<file path="src/rtl/dlsc_pcie_tlp_encoder_pkg.sv">
// Shared TLP header encodings, FSM states and helpers for the TLP encoder.
package dlsc_pcie_tlp_encoder_pkg;

  localparam int unsigned DATA_W       = 32;
  localparam int unsigned CNT_W        = 11;  // up to 1024 data words + digest
  localparam int unsigned FMT_4DW_BIT  = 0;   // fmt[0]: 4DW header (64-bit address)
  localparam int unsigned FMT_DATA_BIT = 1;   // fmt[1]: TLP carries payload

  localparam logic [4:0] TYPE_CFG0 = 5'b00100;  // CfgRd0/CfgWr0 (CfgRd1 differs in bit 0)
  localparam logic [4:0] TYPE_CPL  = 5'b01010;  // Cpl/CplD
  localparam logic [4:0] TYPE_MSG  = 5'b10000;  // Msg, low 3 bits are routing

  typedef enum logic [2:0] {
    ST_IDLE,
    ST_DW0,
    ST_DW1,
    ST_DW2,
    ST_DW3,
    ST_PAYLOAD,
    ST_FLUSH
  } state_t;

  // One word headed for the output register.
  typedef struct packed {
    logic              last;
    logic [DATA_W-1:0] data;
  } tx_word_t;

  function automatic logic is_cpl(input logic [4:0] t);
    return t == TYPE_CPL;
  endfunction

  function automatic logic is_msg(input logic [4:0] t);
    return t[4:3] == TYPE_MSG[4:3];
  endfunction

  function automatic logic is_cfg(input logic [4:0] t);
    return t[4:1] == TYPE_CFG0[4:1];
  endfunction

  // Payload words following the header, digest included; length 0 means 1024.
  function automatic logic [CNT_W-1:0] payload_words(input logic [1:0] fmt,
                                                     input logic [9:0] length,
                                                     input logic       digest);
    logic [CNT_W-1:0] n;
    n = '0;
    if (fmt[FMT_DATA_BIT]) begin
      n = (length == 10'd0) ? CNT_W'(1024) : CNT_W'(length);
    end
    return n + CNT_W'(digest);
  endfunction

endpackage

</file>
<file path="src/rtl/dlsc_pcie_tlp_encoder.sv">
// Serialises a TLP header plus payload into a 32-bit AXI-stream style transmit port.
module dlsc_pcie_tlp_encoder
  import dlsc_pcie_tlp_encoder_pkg::*;
#(
  parameter int unsigned USER_WIDTH = 7
) (
  input  logic                  clk,
  input  logic                  rst,

  output logic                  tlp_ready,
  input  logic                  tlp_valid,
  input  logic [USER_WIDTH-1:0] tlp_user,
  input  logic [1:0]            tlp_fmt,
  input  logic [4:0]            tlp_type,
  input  logic [2:0]            traffic_class,
  input  logic                  digest_present,
  input  logic                  poisoned,
  input  logic [1:0]            attributes,
  input  logic [9:0]            length,
  input  logic [15:0]           src_id,
  input  logic [7:0]            src_tag,
  input  logic [3:0]            be_last,
  input  logic [3:0]            be_first,
  input  logic [63:2]           dest_addr,
  input  logic [15:0]           dest_id,
  input  logic [7:0]            msg_code,
  input  logic [9:0]            cfg_reg,
  input  logic [2:0]            cpl_status,
  input  logic                  cpl_bcm,
  input  logic [11:0]           cpl_bytes,
  input  logic [7:0]            cpl_tag,
  input  logic [6:0]            cpl_addr,

  output logic                  data_ready,
  input  logic                  data_valid,
  input  logic                  data_last,
  input  logic [DATA_W-1:0]     data,

  input  logic                  tx_ready,
  output logic                  tx_valid,
  output logic                  tx_last,
  output logic [DATA_W-1:0]     tx_data,
  output logic [USER_WIDTH-1:0] tx_user,

  output logic                  err_length
);

  state_t                  state, next_state;
  logic [CNT_W-1:0]        cnt, cnt_next;
  logic [USER_WIDTH-1:0]   user_q, user_next;

  logic                    load_en;
  logic                    word_load_c;
  tx_word_t                word_c;
  logic [USER_WIDTH-1:0]   word_user_c;
  logic                    err_c;
  logic                    hdr_done_c;
  logic                    tlp_ready_c;
  logic                    data_ready_c;

  logic [DATA_W-1:0]       dw0, dw1, dw2, dw3;
  logic [CNT_W-1:0]        hdr_cnt;

  // Output register may take a new word when empty or being drained this cycle.
  assign load_en = !tx_valid || tx_ready;
  assign hdr_cnt = payload_words(tlp_fmt, length, digest_present);

  // Header words, built straight from the held header inputs.
  assign dw0 = {1'b0, tlp_fmt, tlp_type, 1'b0, traffic_class, 4'b0000,
                digest_present, poisoned, attributes, 2'b00, length};

  assign dw1 = is_cpl(tlp_type) ? {src_id, cpl_status, cpl_bcm, cpl_bytes} :
               is_msg(tlp_type) ? {src_id, src_tag, msg_code} :
                                  {src_id, src_tag, be_last, be_first};

  assign dw2 = is_cpl(tlp_type)         ? {dest_id, cpl_tag, 1'b0, cpl_addr} :
               is_cfg(tlp_type)         ? {dest_id, 4'b0000, cfg_reg, 2'b00} :
               tlp_fmt[FMT_4DW_BIT]     ? dest_addr[63:32] :
                                          {dest_addr[31:2], 2'b00};

  assign dw3 = {dest_addr[31:2], 2'b00};

  // State, payload counter and latched sideband user field.
  always_ff @(posedge clk) begin
    if (rst) begin
      state  <= ST_IDLE;
      cnt    <= '0;
      user_q <= '0;
    end else begin
      state  <= next_state;
      cnt    <= cnt_next;
      user_q <= user_next;
    end
  end

  // Next-state, word selection and handshake outputs.
  always_comb begin
    next_state   = state;
    cnt_next     = cnt;
    user_next    = user_q;
    word_load_c  = 1'b0;
    word_c       = '0;
    word_user_c  = tlp_user;
    err_c        = 1'b0;
    hdr_done_c   = 1'b0;
    tlp_ready_c  = 1'b0;
    data_ready_c = 1'b0;

    case (state)
      ST_IDLE: begin
        if (tlp_valid) next_state = ST_DW0;
      end
      ST_DW0: begin
        if (load_en) begin
          word_load_c = 1'b1;
          word_c.data = dw0;
          next_state  = ST_DW1;
        end
      end
      ST_DW1: begin
        if (load_en) begin
          word_load_c = 1'b1;
          word_c.data = dw1;
          next_state  = ST_DW2;
        end
      end
      ST_DW2: begin
        if (load_en) begin
          word_load_c = 1'b1;
          word_c.data = dw2;
          if (tlp_fmt[FMT_4DW_BIT]) next_state = ST_DW3;
          else                      hdr_done_c = 1'b1;
        end
      end
      ST_DW3: begin
        if (load_en) begin
          word_load_c = 1'b1;
          word_c.data = dw3;
          hdr_done_c  = 1'b1;
        end
      end
      ST_PAYLOAD: begin
        data_ready_c = load_en;
        word_user_c  = user_q;
        if (data_valid && load_en) begin
          word_load_c = 1'b1;
          word_c.data = data;
          word_c.last = (cnt == CNT_W'(1)) || data_last;
          cnt_next    = cnt - CNT_W'(1);
          if (cnt == CNT_W'(1) && data_last) begin
            next_state = ST_IDLE;
          end else if (data_last) begin
            // Source ended early: close the TLP on this word.
            err_c      = 1'b1;
            cnt_next   = '0;
            next_state = ST_IDLE;
          end else if (cnt == CNT_W'(1)) begin
            // Header length reached but source keeps going: drop the rest.
            err_c      = 1'b1;
            next_state = ST_FLUSH;
          end
        end
      end
      ST_FLUSH: begin
        data_ready_c = 1'b1;
        if (data_valid && data_last) next_state = ST_IDLE;
      end
      default: next_state = ST_IDLE;
    endcase

    // Last header word: accept the header and decide whether payload follows.
    if (hdr_done_c) begin
      tlp_ready_c = 1'b1;
      user_next   = tlp_user;
      cnt_next    = hdr_cnt;
      if (hdr_cnt == '0) begin
        word_c.last = 1'b1;
        next_state  = ST_IDLE;
      end else begin
        next_state  = ST_PAYLOAD;
      end
    end

    if (rst) begin
      tlp_ready_c  = 1'b0;
      data_ready_c = 1'b0;
    end
  end

  assign tlp_ready  = tlp_ready_c;
  assign data_ready = data_ready_c;

  // Single output register; contents frozen while stalled.
  always_ff @(posedge clk) begin
    if (rst) begin
      tx_valid   <= 1'b0;
      tx_last    <= 1'b0;
      tx_data    <= '0;
      tx_user    <= '0;
      err_length <= 1'b0;
    end else begin
      err_length <= err_c;
      if (load_en) begin
        tx_valid <= word_load_c;
        tx_last  <= word_load_c && word_c.last;
        if (word_load_c) begin
          tx_data <= word_c.data;
          tx_user <= word_user_c;
        end
      end
    end
  end

endmodule

</file>
<file path="config.mk">
export PLATFORM = sky130hd
export DESIGN_NAME = dlsc_pcie_tlp_encoder
export DESIGN_NICKNAME = d
export VERILOG_FILES = /design/src/rtl/dlsc_pcie_tlp_encoder_pkg.sv /design/src/rtl/dlsc_pcie_tlp_encoder.sv
export SDC_FILE = /design/constraint.sdc
export NUM_CORES = 1
export LEC_CHECK = 0
export CORE_MARGIN = 2
export CORE_UTILIZATION = 25
export CTS_CLUSTER_SIZE = 10
export DETAILED_ROUTE_END_ITERATION = 8
export DONT_BUFFER_PORTS = 1
export MAX_ROUTING_LAYER = met4
export PLACE_DENSITY = 0.42
export SYNTH_ARGS = -nofsm -noshare
export SYNTH_HDL_FRONTEND = slang
export SYNTH_SLANG_ARGS = --single-unit
</file>
<file path="constraint.sdc">
create_clock -name clk -period 3.3 [get_ports clk]
set_input_delay 0.495 -clock clk [delete_from_list [all_inputs] [get_ports clk]]
set_output_delay 0.495 -clock clk [all_outputs]
set_load 0.02 [all_outputs]
</file>
==> impl_results.md <==
* HPWL after DPL at 16600 um
* CP startpoint kind: flop
* Combinational power share at 0.438
* Chip width at 147 um
* CP Data Arrival Time at ~2400 ps
* Fin crit share at 0.866
* CTS root buf: clkbuf_16
* Reg clk slew, reported paths at 60 ps
* Mapped Nets at around 930
* Vias per std cell at around 5.7
* Final Max Tran Viols at 0
* Total CTS buffers at 9
* Synth top area share at 0.246
* H-tree Lvls at 3
* DR iter-0 viols at ~310
* Placer Congestion at just over 0.9
* Status: completed
* DRC at 0
* Avg WL per Cell at approximately 23 um
* Cells after Synth at 700
* Die area at roughly 22000 um2
* Starting Density at 0.254
* Post-synthesis adder-cell area fraction at 0.00975
* Core area at slightly above 20000 um2
* Largest net degree at the start of global routing at 61
* Internal power at roughly 2.3 mW
* CTS tree: yes
* Worst Hold Path Cells at 1
* R2R cell count at 7
* Fin crit period at ~2900 ps
* Synth cell types at 67
* Worst-Margin Slew at between 800 and 900 ps
* Clk sink count at 63
* Psw at roughly 1.9 mW
* Mapped Area at a little over 5000 um2
* Crit-path slowest cell: dfxtp_1
* Post-synthesis sequential area ratio at 0.246
* Share of layout cells above drive strength 1 at 0.0836
* # hold bufs at CTS at 0
* Worst IR drop on VDD at between 0.0002 and 0.0003 V
* Clk pwr share at 0.229
* Largest area contributor in the netlist: dfxtp_1
* Worst Setup End Kind: output pin
* CP Max Fanout at 22
* EDFF count, synth at 0
* Placed Cells at 924
* #FFs+latches synth at between 60 and 70
* Synth Area in Simple Gates at 0.227
* Post-Route WL at around 22000 um
* Vias in the first global route at 5239
* Cts repair resizes at 0
* Post-synth ARST share at 0
* Vias at 5398
* Syn. warnings at 0
* Static Leak at between 1.5 and 2 nW
* Clk Latency, worst-skew pair at 340 ps
* Setup CP Type: flop to output pin
* Hold Crit Class: input port to flop
* Final #Nets at 897
* Clk buf depth at 2
* Area contributors post-synth: dfxtp_1, mux2i_1, nand2_1
* Post-synthesis compound-gate area fraction at 0.333
* Die Y at roughly 150 um
* RSZ-0062 raised after global routing: no
* Port Buffers at 0
* FMAX at around 350 MHz
* Post-Layout Cell Count at roughly 940
* First-pass GRT wire length at roughly 32000 um
* Flop pwr share at 0.333
* GRT Util Overall at 0.198
* PwrDens at about 750 nW/um2
* Post-CTS Setup Inserts at 0
* Crit path top cell by count: buf_4
* Final hold viol count at 0
* Multiplexer share of the synthesized area at 0.102
* Area Overhead vs Synth at 10.0%
* Max stage delay on crit path at approximately 850 ps
* # rows at 52
* Critical Path RT at 2800 ps
* Initial antenna violation count at 3
* Max-slew headroom at 0.458
* Setup Skew at approximately 6.8 ps
* Ys flop type: dfxtp_1
* Worst-path cell chain: nor4bb_1, o21ai_2, buf_4, nor2_1, buf_4
* Drt pass-1 iters at 5
* Syn_area_per_cell at ~7.3 um2
* XOR/XNOR Fraction of Synth Area at 0.0171
* Finish-stage setup viols at 0
* Antenna viol nets, final at 0
* GR Overflow Total at 0
* I/O Pins at 272
* Sw frac at 0.447
* # Max-Cap Violations at 0
* Main combinational cell family by area after synthesis: compound AO/OA/AOI/OAI gates
* Setup TNS at 0 ps
[worst max-delay path: cells and delay by family, from the launching register on]
kind,cells,cell delay [ps]
buf+inv,2,380
compound gates,1,230
simple gates,2,550
flops,1,850
[logic make-up (layout without fill, tap and decap cells)]
logic type                 Yosys count  after routing
other                                0              3
muxes                               52             52
adders and majority gates            4              4
xor gates and xnor gates            10             10
DFF                                 63             63
AOI/OAI and AO/OA                  255            255
buffers and inverters               73             43
and+or+nand+nor                    243            243
[worst paths after layout]
check | start | end | slack, ps
worst max-delay path | state[1] | tlp_ready | 440
worst min-delay path | rst | user_q[4] | 220
worst max register to register | state[1] | tx_data[2] | 580
worst min register to register | cnt[10] | cnt[10] | 450
[metal layers]
metal	up-vias	wire [um]	global-route usage
met3	31	1820	0.0568
met5	-	0	-
li1	2558	-	-
met4	0	607	0.0774
met1	2554	8770	0.230
met2	255	10700	0.325
[sequential cells by signal, indices dropped and copies added, names as in the netlist]
name	cells
user_q	7
err_length	1
cnt	11
tx_last	1
tx_user	7
state	3
tx_data	32
tx_valid	1
[layout make-up]
| class | instances | area [um2] |
|---|---|---|
| fill | 2191 | 14500 |
| multi-input combinational | 564 | 3560 |
| sequential | 63 | 1260 |
| tap | 270 | 338 |
| clock buffer | 12 | 246 |
| timing repair buffer | 21 | 170 |
| clock inverter | 4 | 45.0 |
| inverter | 6 | 22.5 |
| antenna | 3 | 7.51 |
[cells in the final DEF, fill, tap and decap left out, types with 21 or more instances in the layout]
master    Yosys  final
nand3_1      21     21
a21oi_1      74     74
nor2_1       49     48
a22oi_1      36     36
o21ai_1      22     22
a211oi_1     24     24
dfxtp_1      63     63
mux2i_1      48     48
nand2_1     101    101
o21ai_0      23     22
[synth_stat cells, types with 3 or more instances]
library cell and instances:
nand2_1 101, a21oi_1 74, dfxtp_1 63, nor2_1 49
mux2i_1 48, clkbuf_1 37, a22oi_1 36, a211oi_1 24
buf_2 23, o21ai_0 23, o21ai_1 22, nand3_1 21
o211ai_1 19, nor4_1 12, nor2b_1 11, nor3_1 11
nand2b_1 9, a311oi_1 7, a41o_1 7, inv_1 6
o211a_1 6, xor2_1 6, a221oi_1 5, ha_1 4
mux2_2 4, nand3b_1 4, o221ai_1 4, xnor2_1 4
a31oi_1 3, and2_1 3, buf_6 3, nand4_1 3
o21a_1 3, o22ai_1 3
[power groups by stage]
| stage | Sequential [mW] | Combinational, mW | Clock (mW) |
|---|---|---|---|
| 2_1_floorplan | 1.29 | 1.47 | 0 |
| 3_3_place_gp | 1.42 | 1.83 | 0 |
| 3_5_place_dp | 1.42 | 1.86 | 0 |
| 4_1_cts | 1.41 | 1.86 | 1.00 |
| 5_1_grt | 1.42 | 2.07 | 1.03 |
| 6_report | 1.40 | 1.85 | 0.963 |
[metrics by stage]
stage | hold WS (ps) | instance area [um2] | setup slack [ps] | utilization | power (mW)
final | 222 | 5650 | 442 | 0.280 | 4.21
after CTS | 213 | 5640 | 458 | 0.280 | 4.27
after detailed placement | 440 | 5350 | 625 | 0.265 | 3.28
after global placement | 439 | 5350 | 694 | 0.265 | 3.26
after floorplan | 432 | 5130 | 767 | - | 2.76
after global routing | 207 | 5650 | 243 | 0.280 | 4.53
(Power assumes the default switching activity.)
